### config.mk
export PLATFORM = sky130hd
export DESIGN_NAME = fetch_stage_flat
export DESIGN_NICKNAME = d
export VERILOG_FILES = /design/src/rtl/fetch_stage_if.sv /design/src/rtl/fetch_stage.sv /design/src/flat_wrapper.sv
export SDC_FILE = /design/constraint.sdc
export NUM_CORES = 1
export LEC_CHECK = 0
export CORE_UTILIZATION = 47
export DETAILED_ROUTE_END_ITERATION = 10
export PLACE_DENSITY = 0.9
export SLEW_MARGIN = 10
export SYNTH_ARGS = -nofsm -noshare
export SYNTH_HDL_FRONTEND = slang
export SYNTH_SLANG_ARGS = --single-unit
export TNS_END_PERCENT = 20
### constraint.sdc
create_clock -name clk -period 4.2 [get_ports clk]
set_clock_uncertainty 0.1 [all_clocks]
set_input_delay 0.84 -clock clk [delete_from_list [all_inputs] [get_ports clk]]
set_output_delay 0.84 -clock clk [all_outputs]
set_load 0.005 [all_outputs]
### src/rtl/fetch_stage_if.sv
// Bundles the fetch stage's downstream, redirect and instruction-ROM signals.
//
// Flow control: the fetch stage presents an instruction whenever if_valid=1.
// The consumer takes it on any rising edge where if_valid=1 and stall=0.
// While stall=1 and if_valid=1, if_pc/if_inst are held unchanged. redirect
// needs no acknowledgement and takes effect on the edge where it is sampled.
// The ROM registers imem_addr and returns imem_inst one cycle later.
interface fetch_stage_if;
    logic        stall;
    logic        redirect;
    logic [31:0] redirect_pc;
    logic [29:0] imem_addr;
    logic [31:0] imem_inst;
    logic        if_valid;
    logic [31:0] if_pc;
    logic [31:0] if_inst;
    logic [31:0] fetch_count;

    // Fetch stage side.
    modport master (
        input  stall, redirect, redirect_pc, imem_inst,
        output imem_addr, if_valid, if_pc, if_inst, fetch_count
    );

    // Pipeline and ROM side.
    modport slave (
        output stall, redirect, redirect_pc, imem_inst,
        input  imem_addr, if_valid, if_pc, if_inst, fetch_count
    );
endinterface

### src/rtl/fetch_stage.sv
// Instruction fetch stage for a registered-address instruction ROM.
// It drives the ROM address and presents the returned word downstream with its
// PC. The stage handles stall holds, redirects, and counts delivered
// instructions.
module fetch_stage #(
    parameter logic [31:0] RESET_PC = 32'h00000000
) (
    input  logic           clk,
    input  logic           rst,
    fetch_stage_if.master  bus
);

    logic [29:0] r_fetch_pc;     // next sequential word address
    logic [29:0] r_pc_d;         // word address of the word now on imem_inst
    logic        r_valid_d;      // imem_inst holds a real instruction
    logic [31:0] r_fetch_count;

    logic [29:0] w_imem_addr;
    logic        w_unused;

    // The two alignment bits of a redirect target are dropped.
    assign w_unused = &{1'b0, bus.redirect_pc[1:0]};

    // Select the ROM address. Reset wins, then redirect. A stall re-reads the
    // word on display so that it stays on imem_inst. A bubble is never held.
    always_comb begin
        w_imem_addr = r_fetch_pc;
        if (rst) begin
            w_imem_addr = RESET_PC[31:2];
        end else if (bus.redirect) begin
            w_imem_addr = bus.redirect_pc[31:2];
        end else if (bus.stall && r_valid_d) begin
            w_imem_addr = r_pc_d;
        end
    end

    // Track the address the ROM is returning and the next sequential address.
    // Also count each instruction that the consumer accepts.
    always_ff @(posedge clk) begin
        if (rst) begin
            r_fetch_pc    <= RESET_PC[31:2];
            r_pc_d        <= RESET_PC[31:2];
            r_valid_d     <= 1'b0;
            r_fetch_count <= 32'd0;
        end else begin
            r_pc_d     <= w_imem_addr;
            r_fetch_pc <= w_imem_addr + 30'd1;
            r_valid_d  <= 1'b1;
            if (r_valid_d && !bus.stall) begin
                r_fetch_count <= r_fetch_count + 32'd1;
            end
        end
    end

    assign bus.imem_addr   = w_imem_addr;
    assign bus.if_valid    = r_valid_d;
    assign bus.if_pc       = {r_pc_d, 2'b00};
    assign bus.if_inst     = r_valid_d ? bus.imem_inst : 32'h0;
    assign bus.fetch_count = r_fetch_count;

endmodule

### src/flat_wrapper.sv
// flat-port wrapper written by rule: the top's interface ports become plain ports
module fetch_stage_flat 
#(
    parameter logic [31:0] RESET_PC = 32'h00000000
)
  (clk, rst, bus_stall, bus_redirect, bus_redirect_pc, bus_imem_inst, bus_imem_addr, bus_if_valid, bus_if_pc, bus_if_inst, bus_fetch_count);
  fetch_stage_if bus_i ();
  input  logic clk;
  input  logic rst;
  input wire logic [$bits(bus_i.stall)-1:0] bus_stall;
  input wire logic [$bits(bus_i.redirect)-1:0] bus_redirect;
  input wire logic [$bits(bus_i.redirect_pc)-1:0] bus_redirect_pc;
  input wire logic [$bits(bus_i.imem_inst)-1:0] bus_imem_inst;
  output wire logic [$bits(bus_i.imem_addr)-1:0] bus_imem_addr;
  output wire logic [$bits(bus_i.if_valid)-1:0] bus_if_valid;
  output wire logic [$bits(bus_i.if_pc)-1:0] bus_if_pc;
  output wire logic [$bits(bus_i.if_inst)-1:0] bus_if_inst;
  output wire logic [$bits(bus_i.fetch_count)-1:0] bus_fetch_count;
  assign bus_i.stall = bus_stall;
  assign bus_i.redirect = bus_redirect;
  assign bus_i.redirect_pc = bus_redirect_pc;
  assign bus_i.imem_inst = bus_imem_inst;
  assign bus_imem_addr = bus_i.imem_addr;
  assign bus_if_valid = bus_i.if_valid;
  assign bus_if_pc = bus_i.if_pc;
  assign bus_if_inst = bus_i.if_inst;
  assign bus_fetch_count = bus_i.fetch_count;
  fetch_stage #(.RESET_PC(RESET_PC)) u_core (.clk(clk), .rst(rst), .bus(bus_i));
endmodule
==> impl_metrics.json, run 1 <==
{
  "synth_area_um2": 4900,
  "startpoint_type": "input pin",
  "vdd_ir_drop_max_uv": 207,
  "grtUsageMet1": 0.305,
  "io_buffers": 190,
  "synth.yosys.seq_area_share": 0.380,
  "die_y_um": 104,
  "p_clk_frac": 0.296,
  "layout_commonest_cell": "clkdlybuf4s50_1",
  "grt-busiest-layer": "met2",
  "cts_root_buf": "clkbuf_8",
  "syn_inst": 566,
  "gr-total-overflow": 0,
  "synth_area_leaders": "dfxtp_1, and2_1, nor2_1",
  "worst_pin_slew_ps": 752,
  "setup-tns-final_ps": 0,
  "areaGrowthSynthToFinish_pct": 46.4,
  "fin_nets": 830,
  "io_pins": 195,
  "hold_viol_final": 0,
  "path_clk_slew_ps": 90,
  "place.gp.congestion": 0.893,
  "sequentialPowerShare": 0.490,
  "die-area_um2": 10800,
  "die_w_um": 104,
  "synth_cell_type_count": 61,
  "rows": 36,
  "drt_iter0_markers": 219,
  "cts_inserted_buffers": 9,
  "cp_max_fo": 26,
  "synth_top_area_cell": "dfxtp_1",
  "drcViolationCount": 0,
  "avgSynthCellArea_um2": 8.65,
  "detail-route-antenna-nets": 0,
  "clock_sinks": 93,
  "ys.flop_type": "dfxtp_1",
  "drive_gt1_frac": 0.0969,
  "power.static_leakage_uw": 0.00264,
  "power_switching_uw": 513,
  "use_met3": 0.0608,
  "vias_per_cell": 5.61,
  "nFillCells": 757,
  "rsz0062_at_grt": "no",
  "cts_buffer_depth": 2,
  "design_area_um2": 7170,
  "critical_path_class": "in -> out",
  "ctsHoldBuffers": 0,
  "ys_warn_count": 0,
  "first_pass_iters": 5,
  "period_share": 0.969,
  "maxCapViolCount": 0,
  "start_util": 0.492,
  "end_kind": "output pin",
  "hold_class": "reg -> reg",
  "grt_max_degree": 44,
  "synth-seq-cells": 93,
  "seq_area_um2": 1860,
  "wl_per_cell_um": 16.3,
  "grt_pass1_wl_mm": 23.5,
  "multi_input_area_um2": 2760,
  "p_int_uw": 1440,
  "crit_required_ps": 3260,
  "wirelength_mm": 14.6,
  "grt_pass1_vias": 4903,
  "async_reset_ff_frac": 0,
  "comb_power_share": 0.214,
  "h-tree-depth": 3,
  "track_usage": 0.268,
  "core_um2": 9950,
  "cts_tree": "built",
  "switching_share": 0.263,
  "mostFrequentLayoutCells": "clkdlybuf4s50_1, dfxtp_1, nor2_1, nand2_1, and2_1",
  "grtUsageMet2": 0.487,
  "timing.fmax_ghz": 0.246,
  "period_needed_ps": 4070,
  "antenna_cells": 0,
  "synthDominantCellAreaShare": 0.380,
  "finalSetupViolCount": 0,
  "post_dp_cell_area_um2": 6980,
  "cts_setup_buffers": 0,
  "cp.arrival_ps": 3130,
  "slew_headroom": 0.495,
  "synth_edf_count": 0,
  "detailed_place_hpwl_mm": 11.0,
  "dr_total_vias": 5030,
  "clk_latency_ps": 350,
  "p_per_area_nw_per_um2": 272,
  "finalMaxSlewViolations": 0,
  "antenna_found_initial": 0,
  "status": "finished, final reports clean"
}
repair_timing:
item | CTS | global route
setup endpoints to repair | 0 | 6
hold endpoints to repair | 0 | 0
gates resized for setup | 0 | 2
stage by stage:
stage	util	setup slack, ps	cells	total power [uW]	hold slack (ps)
3_5_place_dp	0.702	45.4	882	1390	384
2_1_floorplan	-	1020	567	1150	363
4_1_cts	0.720	62.0	897	1960	398
5_1_grt	0.720	31.5	897	2030	425
3_3_place_gp	0.702	85.1	882	1380	374
6_report	0.720	130	897	1950	399
final timing paths:
check | startpoint | end | slack (ps) | cells after the start
setup reg to reg | u_core.bus.if_valid | u_core.r_fetch_pc[26] | 770 | 9
hold / removal | u_core.r_fetch_pc[20] | u_core.r_pc_d[20] | 400 | 2
hold reg to reg | u_core.r_fetch_pc[20] | u_core.r_pc_d[20] | 400 | 2
setup / recovery | bus_stall | bus_imem_addr[7] | 130 | 7
registers in the layout (all words and copies together), names as in the netlist:
register,count
u_core.bus.if_valid,1
u_core.r_pc_d,30
u_core.bus.fetch_count,32
u_core.r_fetch_pc,30
synth_stat cells (3+ instances only):
cell and number:
dfxtp_1 93, nor2_1 69, nand2_1 43, and2_1 42
nand3_1 27, nand4_1 22, xor2_1 22, xnor2_1 20
a311oi_1 18, clkbuf_1 17, a21oi_1 14, o21a_1 13
inv_1 12, nor2b_1 12, a211oi_1 9, and3_1 9
and4_1 8, mux2_1 8, buf_2 7, buf_4 7
nor3_1 7, o21ai_0 7, buf_1 6, a221oi_1 5
a31oi_1 5, a2111oi_0 4, a21bo_2 4, mux2_2 4
o31a_1 4, or3_1 4, a2111oi_2 3
metal layers:
metal | routed length (um) | part of all wire
met2 | 7360 | 0.50
met5 | 0 | 0
met1 | 5740 | 0.39
met4 | 319 | 0.022
met3 | 1180 | 0.081
power by group through the flow:
stage                     combinational [uW]  sequential, uW  clock [uW]
after floorplan                          181             969           0
after global placement                   403             973           0
after detailed placement                 416             975           0
after CTS                                418             955         582
after global routing                     450             961         621
final                                    418             956         577
critical path, stage by stage:
cell and delay (ps):
clkdlybuf4s50_1 490, buf_6 250, nand2_1 210, buf_4 230, a221oi_1 310, o31a_1 270, clkdlybuf4s50_1 520
kinds of logic after synthesis:
family                   Yosys count  share of synthesized area
AO/OA/AOI/OAI                     99                      0.162
flip-flops                        93                      0.380
other                              1                   0.000766
AND/OR/NAND/NOR                  263                      0.289
adder cells (fa/ha/maj)            2                    0.00511
multiplexers                      13                     0.0296
XOR/XNOR                          42                     0.0751
buffers and inverters             53                     0.0575
layout make-up:
type	count	share of cell area
inverter	12	0.00628
timing repair buffer	223	0.301
clock buffer	10	0.0178
multi-input combinational	421	0.385
clock inverter	5	0.00733
tap	133	0.0232
sequential	93	0.260
Note: power is estimated with default switching activity, not from simulation.
==> inputs of run 2 (changes only) <==
--- a/config.mk
+++ b/config.mk
@@ -8,7 +8,7 @@
 export CORE_UTILIZATION = 47
 export DETAILED_ROUTE_END_ITERATION = 10
 export PLACE_DENSITY = 0.9
-export SLEW_MARGIN = 10
+export SLEW_MARGIN = 20
 export SYNTH_ARGS = -nofsm -noshare
 export SYNTH_HDL_FRONTEND = slang
 export SYNTH_SLANG_ARGS = --single-unit
==> results of run 2 <==
No change in the layout: final DEF, timing and power equal those of run 1.
==> inputs of run 3 (changes only) <==
--- a/config.mk
+++ b/config.mk
@@ -5,7 +5,10 @@
 export SDC_FILE = /design/constraint.sdc
 export NUM_CORES = 1
 export LEC_CHECK = 0
-export CORE_UTILIZATION = 47
+export ABC_AREA = 1
+export CORE_UTILIZATION = 48
+export CTS_CLUSTER_DIAMETER = 50
+export CTS_CLUSTER_SIZE = 12
 export DETAILED_ROUTE_END_ITERATION = 10
 export PLACE_DENSITY = 0.9
 export SLEW_MARGIN = 20
==> run 3 against run 2 <==
  * Cell count up 27%
  * First-iteration DRC count up 3.2%
  * Cell area up 1.7%
  * Die area up 2.0%
  * Critical path depth up 1
  * Sequential power down 1%
  * Via count up 13%
  * Maximum frequency up 11%
  * Critical path type unchanged
  * Largest cell class unchanged
==> impl_metrics.json, run 3 <==
{
  "status": "finished, final reports clean",
  "critical_path_class": "in -> out",
  "syn_inst": 814,
  "io_pins": 195,
  "switching_share": 0.268,
  "end_kind": "output pin",
  "timing.hold.ws_ps": 369,
  "place.gp.congestion": 0.960,
  "p_clk_frac": 0.319,
  "ys.flop_type": "dfxtp_1",
  "multi_input_area_um2": 2560,
  "period_needed_ps": 3680,
  "cts_root_buf": "clkbuf_8",
  "synth_common_cells": "nand2_1, nor2_1, inv_1",
  "path_clk_slew_ps": 90,
  "cp_max_fo": 14,
  "wirelength_mm": 14.7,
  "grt_pass1_vias": 5408,
  "gr-total-overflow": 0,
  "detailed_place_hpwl_mm": 11.0,
  "hold_viol_final": 0,
  "synth-seq-cells": 93,
  "startpoint_type": "input pin",
  "power.static_leakage_uw": 0.00332,
  "wl_met3_mm": 1.21,
  "crit_required_ps": 3260,
  "die_w_um": 105,
  "ys_warn_count": 0,
  "maxCapViolCount": 0,
  "dr_total_vias": 5675,
  "avgSynthCellArea_um2": 6.27,
  "vdd_ir_drop_max_uv": 203,
  "crit_chain": "clkdlybuf4s50_1, inv_2, buf_4, nor2_1, nor2_1, nand2_1, inv_1, clkdlybuf4s50_1",
  "antenna_found_initial": 0,
  "synth_area_leaders": "dfxtp_1, nand2_1, nor2_1",
  "p_per_area_nw_per_um2": 268,
  "finalSetupViolCount": 0,
  "slowest_stage": "clkdlybuf4s50_1",
  "synth_compound_area_frac": 0.0463,
  "die_y_um": 105,
  "mostFrequentLayoutCells": "nand2_1, clkdlybuf4s50_1, nor2_1, inv_1, dfxtp_1",
  "clk_latency_ps": 360,
  "yosysMostFrequentCell": "nand2_1",
  "cp_num_buf_inv": 5,
  "setup-tns-final_ps": 0,
  "synthDominantCellAreaShare": 0.365,
  "nFillCells": 843,
  "cts_tree": "built",
  "min_from": "u_core.bus.fetch_count[20]",
  "io_buffers": 190,
  "wl_per_cell_um": 12.9,
  "sequentialPowerShare": 0.485,
  "synth_mux_area_frac": 0.00221,
  "detail-route-antenna-nets": 0,
  "synth_simple_gate_area_share": 0.415,
  "drcViolationCount": 0,
  "rr_worst_depth": 10,
  "die-area_um2": 11100,
  "dr_wl_met2_mm": 7.30,
  "post_cts_resized": 0,
  "rsz0062_at_grt": "no",
  "synth_top_family_by_area": "simple AND/OR/NAND/NOR gates",
  "synth_xor_area_frac": 0.0309,
  "hold_class": "reg -> reg",
  "reg2reg_slack_ps": 1680,
  "synth_top_area_cell": "dfxtp_1",
  "grt_max_degree": 50,
  "comb_power_share": 0.197,
  "vias_per_cell": 4.99,
  "worst_pin_slew_ps": 747,
  "start_util": 0.494,
  "antenna_cells": 0,
  "timing.fmax_ghz": 0.272,
  "timing.rr.start": "u_core.bus.if_valid",
  "cp_top_family": "buffers and inverters",
  "cp.arrival_ps": 2740,
  "ctsHoldBuffers": 0,
  "track_usage": 0.274,
  "h-tree-depth": 3,
  "period_share": 0.877,
  "rows": 37,
  "finalMaxSlewViolations": 0,
  "synth_area_um2": 5100,
  "slew_headroom": 0.501,
  "largest_register_ffs": 32,
  "yosys.area_share.adder": 0.00490,
  "seq_area_um2": 1860,
  "cts_setup_buffers": 0,
  "drt_iter0_markers": 226,
  "cts_buffer_depth": 2,
  "power_switching_uw": 524,
  "worstHoldEndpoint": "u_core.bus.fetch_count[20]",
  "areaGrowthSynthToFinish_pct": 42.8,
  "drive_gt1_frac": 0.0659,
  "synth.yosys.seq_area_share": 0.365,
  "layout_commonest_cell": "nand2_1",
  "p_int_uw": 1430,
  "first_pass_iters": 5,
  "top_layer_used": "met4",
  "synth_edf_count": 0,
  "grt_pass1_wl_mm": 24.7,
  "clock_sinks": 93,
  "synth_cell_type_count": 33,
  "critPathMaxStageDelay_ps": 490,
  "wl_met1_mm": 5.87,
  "whs_path_depth": 2,
  "cts_inserted_buffers": 9,
  "core_um2": 10300,
  "async_reset_ff_frac": 0,
  "fin_nets": 1067,
  "r2r_end": "u_core.r_fetch_pc[26]"
}
## run 3: cell types whose count changed in the layout (fill, tap and decap cells not counted), sizes merged, moves of 12 or more
cell	before	now
o21ai	7	20
nor2b	12	0
buf	35	10
and2	42	0
nand4	22	7
a311oi	20	0
nor3	8	20
nor2	70	154
inv	12	137
nand3	28	89
nand2	43	216
xnor2	20	1
## run 3: worst max-delay path by stage
stage            startpoint           endpoint  slack, ps  cells past startpoint
2_1_floorplan     bus_stall  bus_imem_addr[29]       1540                      6
3_3_place_gp   bus_redirect  bus_imem_addr[23]        540                      8
3_5_place_dp   bus_redirect  bus_imem_addr[13]        510                      8
4_1_cts        bus_redirect  bus_imem_addr[13]        510                      8
5_1_grt        bus_redirect  bus_imem_addr[18]        400                      8
6_report       bus_redirect  bus_imem_addr[13]        520                      8
## run 3: kinds of logic (layout without fill, tap and decap cells)
| logic type | Yosys count | in the layout |
|---|---|---|
| flops | 93 | 93 |
| mux | 1 | 1 |
| simple gates | 491 | 491 |
| compound gates | 44 | 44 |
| fa+ha+maj | 2 | 2 |
| buf+inv | 164 | 351 |
| xor+xnor | 18 | 18 |
| other cells | 1 | 2 |
## run 3: final cells by class
class | instances | share of cell area
Tap cell | 136 | 0.0233
Timing Repair Buffer | 199 | 0.271
Clock buffer | 10 | 0.0189
Multi-Input combinational cell | 558 | 0.351
Clock inverter | 6 | 0.00979
Inverter | 136 | 0.0700
Sequential cell | 93 | 0.256
## run 3: through the flow
step | utilization | instances | cell area (um2) | total power, uW | setup slack, ps
floorplan | - | 815 | 5110 | 1130 | 1540
global route | 0.706 | 1138 | 7290 | 2040 | 396
CTS | 0.706 | 1138 | 7290 | 1960 | 506
detailed placement | 0.686 | 1122 | 7080 | 1350 | 515
finish | 0.706 | 1138 | 7290 | 1950 | 517
global placement | 0.686 | 1122 | 7080 | 1340 | 535
## run 3: routing by layer
metal  global-route usage  up-vias
met5                    0        -
met4               0.0936        0
met3               0.0674       33
met2                0.491      238
met1                0.318     2551
li1                     -     2853
## run 3: worst reg2reg max path: cells and delay by family, from the launching register on
family / cells / cell delay, ps
buffers and inverters: 1 / 480
AO/OA/AOI/OAI: 1 / 50
AND/OR/NAND/NOR: 8 / 1220
flip-flops: 1 / 560
## run 3: power groups by stage
stage | Clock [uW] | Sequential [uW] | Combinational (uW)
floorplan | 0 | 964 | 171
global placement | 0 | 965 | 375
finish | 623 | 946 | 384
global route | 673 | 952 | 419
CTS | 631 | 946 | 385
detailed placement | 0 | 967 | 382
